**src/rtl/raycaster_pkg.sv**
```systemverilog
// Shared raycaster types: screen defaults, column field widths and the
// packed DDA-out column word used by both the transmitter and unpacker.
package raycaster_pkg;

   localparam int SCREEN_WIDTH_DEF  = 320;
   localparam int SCREEN_HEIGHT_DEF = 240;

   localparam int HCOUNT_W = 9;
   localparam int LHEIGHT_W = 8;
   localparam int WTYPE_W = 1;
   localparam int MAP_W = 4;
   localparam int WALLX_W = 16;

   localparam int COL_W =
      HCOUNT_W + LHEIGHT_W + WTYPE_W + MAP_W + WALLX_W;

   typedef struct packed {
      logic [HCOUNT_W-1:0]  hcount;
      logic [LHEIGHT_W-1:0] line_height;
      logic [WTYPE_W-1:0]   wall_type;
      logic [MAP_W-1:0]     map_data;
      logic [WALLX_W-1:0]   wallX;
   } dda_col_t;

   typedef enum logic [1:0] {
      SB_EMPTY = 2'd0,
      SB_ONE   = 2'd1,
      SB_TWO   = 2'd2
   } sb_state_e;

endpackage

```
**src/rtl/skid_buffer.sv**
```systemverilog
// Two-entry skid buffer: registered ready/valid, full throughput,
// output word held stable while stalled.
module skid_buffer
   import raycaster_pkg::*;
#(
   parameter int W = 39
) (
   input  logic         clk_i,
   input  logic         rst_i,
   input  logic         in_valid_i,
   input  logic [W-1:0] in_data_i,
   output logic         in_ready_o,
   output logic         out_valid_o,
   output logic [W-1:0] out_data_o,
   input  logic         out_ready_i
);

   sb_state_e    state_q, state_d;
   logic [W-1:0] main_q, skid_q;
   logic         ready_q, valid_q;
   logic         in_acc, out_acc;

   assign in_acc  = in_valid_i & ready_q;
   assign out_acc = valid_q & out_ready_i;

   always_comb begin
      state_d = state_q;
      unique case (state_q)
         SB_EMPTY: if (in_acc) state_d = SB_ONE;
         SB_ONE: begin
            if (in_acc && !out_acc)      state_d = SB_TWO;
            else if (!in_acc && out_acc) state_d = SB_EMPTY;
         end
         SB_TWO: if (out_acc) state_d = SB_ONE;
         default: state_d = SB_EMPTY;
      endcase
   end

   always_ff @(posedge clk_i) begin
      if (rst_i) begin
         state_q <= SB_EMPTY;
         main_q  <= '0;
         skid_q  <= '0;
         ready_q <= 1'b0;
         valid_q <= 1'b0;
      end else begin
         state_q <= state_d;
         ready_q <= (state_d != SB_TWO);
         valid_q <= (state_d != SB_EMPTY);
         unique case (state_q)
            SB_EMPTY: if (in_acc) main_q <= in_data_i;
            SB_ONE: begin
               // With no drain the new word parks in the skid entry.
               if (in_acc && out_acc) main_q <= in_data_i;
               else if (in_acc)       skid_q <= in_data_i;
            end
            SB_TWO: if (out_acc) main_q <= skid_q;
            default: ;
         endcase
      end
   end

   assign in_ready_o  = ready_q;
   assign out_valid_o = valid_q;
   assign out_data_o  = main_q;

endmodule

```
**src/rtl/dda_out_tx.sv**
```systemverilog
// DDA-out column transmitter: saturate, pack, drop out-of-range columns.
// Optional column-order checker enabled by DDA_OUT_TX_SEQCHK_EN.
module dda_out_tx
   import raycaster_pkg::*;
#(
   parameter int SCREEN_WIDTH  = SCREEN_WIDTH_DEF,
   parameter int SCREEN_HEIGHT = SCREEN_HEIGHT_DEF
) (
   input  logic          pixel_clk_in,
   input  logic          rst_in,
   input  logic          hit_valid_in,
   output logic          hit_ready_out,
   input  logic [8:0]    hit_hcount_in,
   input  logic [15:0]   hit_line_height_in,
   input  logic          hit_wall_type_in,
   input  logic [3:0]    hit_map_data_in,
   input  logic [15:0]   hit_wallX_in,
   input  logic          dda_fsm_out_tready,
   output logic          dda_fsm_out_tvalid,
   output logic [37:0]   dda_fsm_out_tdata,
   output logic          dda_fsm_out_tlast,
   output logic [7:0]    frames_sent_out,
   output logic          seq_err_out
);

   dda_col_t          col;
   logic              in_range, is_last;
   logic [COL_W:0]    sb_in, sb_out;
   logic [7:0]        frames_q;

   assign in_range = 32'(hit_hcount_in) < 32'(SCREEN_WIDTH);
   assign is_last  = hit_hcount_in == 9'(SCREEN_WIDTH - 1);

   always_comb begin
      col.hcount   = hit_hcount_in;
      col.line_height =
         (hit_line_height_in > 16'(SCREEN_HEIGHT)) ?
         8'(SCREEN_HEIGHT) : hit_line_height_in[7:0];
      col.wall_type = hit_wall_type_in;
      col.map_data = hit_map_data_in;
      col.wallX    = hit_wallX_in;
   end

   assign sb_in = {is_last, col};

   // Out-of-range columns see a ready, but never enter the buffer.
   skid_buffer #(.W(COL_W + 1)) u_skid (
      .clk_i       (pixel_clk_in),
      .rst_i       (rst_in),
      .in_valid_i  (hit_valid_in & in_range),
      .in_data_i   (sb_in),
      .in_ready_o  (hit_ready_out),
      .out_valid_o (dda_fsm_out_tvalid),
      .out_data_o  (sb_out),
      .out_ready_i (dda_fsm_out_tready)
   );

   assign dda_fsm_out_tdata = sb_out[COL_W-1:0];
   assign dda_fsm_out_tlast = sb_out[COL_W];

   always_ff @(posedge pixel_clk_in) begin
      if (rst_in)
         frames_q <= '0;
      else if (dda_fsm_out_tvalid && dda_fsm_out_tready
               && sb_out[COL_W])
         frames_q <= frames_q + 8'd1;
   end

   assign frames_sent_out = frames_q;

`ifdef DDA_OUT_TX_SEQCHK_EN
   logic [8:0] exp_q;
   logic       err_q;
   logic       hit_acc;

   assign hit_acc = hit_valid_in & hit_ready_out;

   always_ff @(posedge pixel_clk_in) begin
      if (rst_in) begin
         exp_q <= '0;
         err_q <= 1'b0;
      end else if (hit_acc) begin
         if (!in_range || hit_hcount_in != exp_q)
            err_q <= 1'b1;
         if (in_range)
            exp_q <= is_last ? 9'd0 : hit_hcount_in + 9'd1;
      end
   end

   assign seq_err_out = err_q;
`else
   assign seq_err_out = 1'b0;
`endif

endmodule

```
**config.mk**
```make
export PLATFORM = sky130hd
export DESIGN_NAME = dda_out_tx
export DESIGN_NICKNAME = d
export VERILOG_FILES = /design/src/rtl/raycaster_pkg.sv /design/src/rtl/skid_buffer.sv /design/src/rtl/dda_out_tx.sv
export SDC_FILE = /design/constraint.sdc
export NUM_CORES = 1
export LEC_CHECK = 0
export CORE_MARGIN = 8
export CORE_UTILIZATION = 40
export CTS_CLUSTER_DIAMETER = 50
export DETAILED_ROUTE_END_ITERATION = 12
export PLACE_DENSITY = 0.71
export SKIP_CTS_REPAIR_TIMING = 1
export SLEW_MARGIN = 30
export SYNTH_ARGS = -nofsm -noshare
export SYNTH_HDL_FRONTEND = slang
export SYNTH_HIERARCHICAL = 1
export SYNTH_SLANG_ARGS = --single-unit
```
**constraint.sdc**
```tcl
create_clock -name pixel_clk_in -period 2.5 [get_ports pixel_clk_in]
set_input_delay 0.75 -clock pixel_clk_in [delete_from_list [all_inputs] [get_ports pixel_clk_in]]
set_output_delay 0.75 -clock pixel_clk_in [all_outputs]
set_load 0.1 [all_outputs]
```
==> run summary, run 1 <==
outcome: finished, final reports clean
worst hold path startpoint: u_skid/skid_q[30]$_SDFFE_PP0P_
# DRC: 0
top achievable clock speed: 0.446 GHz
max-slew violations: 0
synth warn: 6
Clock Latency Late Sink: 0.34 ns
nets: 614
clock buffer depth: 2
Top FF cell, synth: dfxtp_1
Post-synth EDFFs: 0
commonest non-fill, non-tap cell in the layout: nand2_1
Synth Net Count: 522
Max FO, Critical Path: 5
drt first pass iters: 4
routability congestion estimate from global placement: 0.770
post-route minimum period: 2.24 ns
H-tree Lvls: 3
CTS Root Cell: clkbuf_8
register area share after synthesis: 47.6%
required time worst endpoint: 2.75 ns
met2 Track Usage GR: 26.4%
Syn Inst Count: 471
antenna violations before repair: 0
routed vias/inst: 5.38
Distinct cells, synth: 36
Post-synth ARST share: 0%
reg2reg start: u_skid/state_q[1]$_SDFF_PP0_
RR Endpoint: u_skid/out_data_o[27]$_SDFFE_PP0P_
dpl ws: -0.108 ns
Ant. Diodes: 0
chip height: 113 um
synthesized cell area: 3780 sq um
max_cap viols: 0
wire length of the first global-routing pass: 16900 um
Post-DP HPWL: 7230 um
vias: 3651
Hold EP: u_skid/skid_q[30]$_SDFFE_PP0P_
final core utilization: 54.6%
Reg2Reg Setup Slack: 0.83 ns
worst vdd ir: 0.344 mV
largest net degree at the start of global routing: 40
GR Util met1: 19.7%
overall die width: 113 um
total core area: 9200 sq um
R2R depth: 4
Total GRT Usage: 16.0%
average size of a mapped cell: 8.04 sq um
vias in the first global route: 3559
share of post-route cells with drive strength above 1: 19.4%
critical path endpoint category: register
pwr/cell area: 629 nW/um^2
cts bufs inserted: 9
port bufs: 98
GR peak layer: met2
# rows: 35
Worst setup SP type: input port
setup ws final: 0.257 ns
RSZ-0062 raised after global routing: false
met3 Usage GRT: 4.53%
most frequent cells in the layout: nand2_1, dfxtp_1, buf_4
final setup skew: 0.00611 ns
total global routing overflow: 0
WL per Instance: 15.2 um
Initial Utilization: 41.2%
Die ar.: 12800 sq um
Final Cycle Share: 89.7%
Leak: 1.84 nW
Clk pin slew, worst setup/hold paths: 0.08 ns
Hold Crit Depth: 2
Sink Count: 90
data arrival time of the critical path: 2.50 ns
DRT iter0 DRCs: 214
Routed WL: 10300 um
Area Overhead vs Synth: 32.7%
I/O Pins: 100
Yosys reg bits: 90
ANT nets after route: 0
Final Hold Fails: 0
CTS tree: done
critical path class: in2reg
worst hold path type: reg2reg
final setup fails: 0
critical path, cell delays in order:
cell	delay [ns]
clkdlybuf4s50_1	0.40
or4_4	0.56
nor3_2	0.27
and2_1	0.20
nand2_1	0.05
a311oi_1	0.27
cells in the mapped netlist, types with 2 or more instances:
master	count	area (sq um)
or3_1	7	43.8
o21ai_0	4	20.0
buf_2	5	25.0
a21oi_1	47	235
nor2_1	9	33.8
a311oi_1	29	254
a311oi_2	10	150
dfxtp_1	90	1800
nand2_1	160	601
nand4_1	4	25.0
nor3_1	39	195
or4_1	2	15.0
xor2_1	2	17.5
clkbuf_1	29	109
nand3_1	2	10.0
nor2b_1	2	12.5
or2_1	2	12.5
and2_1	5	31.3
buf_1	3	11.3
or4_4	2	22.5
buf_4	2	15.0
o31ai_1	2	15.0
sequential cells by signal (all words and copies together) (netlist names):
| name | cells |
|---|---|
| u_skid/state_q | 2 |
| u_skid/in_ready_o | 1 |
| u_skid/out_data_o | 39 |
| frames_sent_out | 8 |
| u_skid/skid_q | 39 |
| u_skid/out_valid_o | 1 |
how the worst max path moves through the flow:
| stage | start | to | slack, ns | cells past startpoint |
|---|---|---|---|---|
| 2_1_floorplan | hit_hcount_in[7] | u_skid/out_data_o[32]$_SDFFE_PP0P_ | 0.40 | 7 |
| 6_report | hit_line_height_in[15] | u_skid/out_data_o[23]$_SDFFE_PP0P_ | 0.26 | 6 |
| 4_1_cts | hit_line_height_in[15] | u_skid/out_data_o[24]$_SDFFE_PP0P_ | 0.27 | 6 |
| 3_3_place_gp | hit_line_height_in[15] | u_skid/out_data_o[22]$_SDFFE_PP0P_ | -0.03 | 6 |
| 3_5_place_dp | hit_line_height_in[15] | u_skid/out_data_o[24]$_SDFFE_PP0P_ | -0.11 | 6 |
| 5_1_grt | hit_hcount_in[7] | u_skid/out_data_o[14]$_SDFFE_PP0P_ | 0.16 | 8 |
metrics by stage:
stage | cell area [sq um] | hold slack (ns) | instances | TNS (ns) | power [mW]
finish | 5020 | 0.459 | 679 | 0 | 3.16
global route | 5020 | 0.477 | 679 | 0 | 3.28
CTS | 5020 | 0.459 | 679 | 0 | 3.18
detailed placement | 4850 | 0.447 | 663 | -1.53 | 2.31
global placement | 4850 | 0.442 | 663 | -0.0880 | 2.30
floorplan | 3780 | 0.437 | 471 | 0 | 2.08
routing by layer:
| layer | wire [um] | up-vias | part of all wire, % |
|---|---|---|---|
| li1 | - | 1814 | - |
| met1 | 4610 | 1714 | 45 |
| met2 | 4920 | 111 | 48 |
| met3 | 647 | 12 | 6.3 |
| met4 | 121 | 0 | 1.2 |
| met5 | 0 | - | 0 |
final cells by class:
type | count | area [sq um]
Timing Repair Buffer | 121 | 1070
Clock buffer | 11 | 141
Clock inverter | 5 | 30.0
Multi-Input combinational cell | 340 | 1840
Inverter | 1 | 3.75
Tap cell | 111 | 139
Sequential cell | 90 | 1800
Fill cell | 893 | 4170
cell families after synthesis:
family                     count (synthesis)  synth area share (%)
DFF                                       90                  47.6
adders and majority gates                  1                 0.331
and+or+nand+nor                          241                  28.3
xor gates and xnor gates                   2                 0.463
muxes                                      1                 0.264
buffers and inverters                     41                  4.63
other                                      1                0.0991
AOI/OAI and AO/OA                         94                  18.3
power breakdown:
group | total [mW] | switching (mW) | internal (mW)
logic | 0.748 | 0.526 | 0.222
registers | 1.53 | 0.0375 | 1.49
clock network | 0.883 | 0.499 | 0.384
Note: power is estimated with default switching activity, not from simulation.
==> inputs of run 2 (changes only) <==
--- a/config.mk
+++ b/config.mk
@@ -5,6 +5,7 @@
 export SDC_FILE = /design/constraint.sdc
 export NUM_CORES = 1
 export LEC_CHECK = 0
+export CAP_MARGIN = 20
 export CORE_MARGIN = 8
 export CORE_UTILIZATION = 40
 export CTS_CLUSTER_DIAMETER = 50
==> results of run 2 <==
The final DEF is identical to that of run 1; final timing and power are the same.
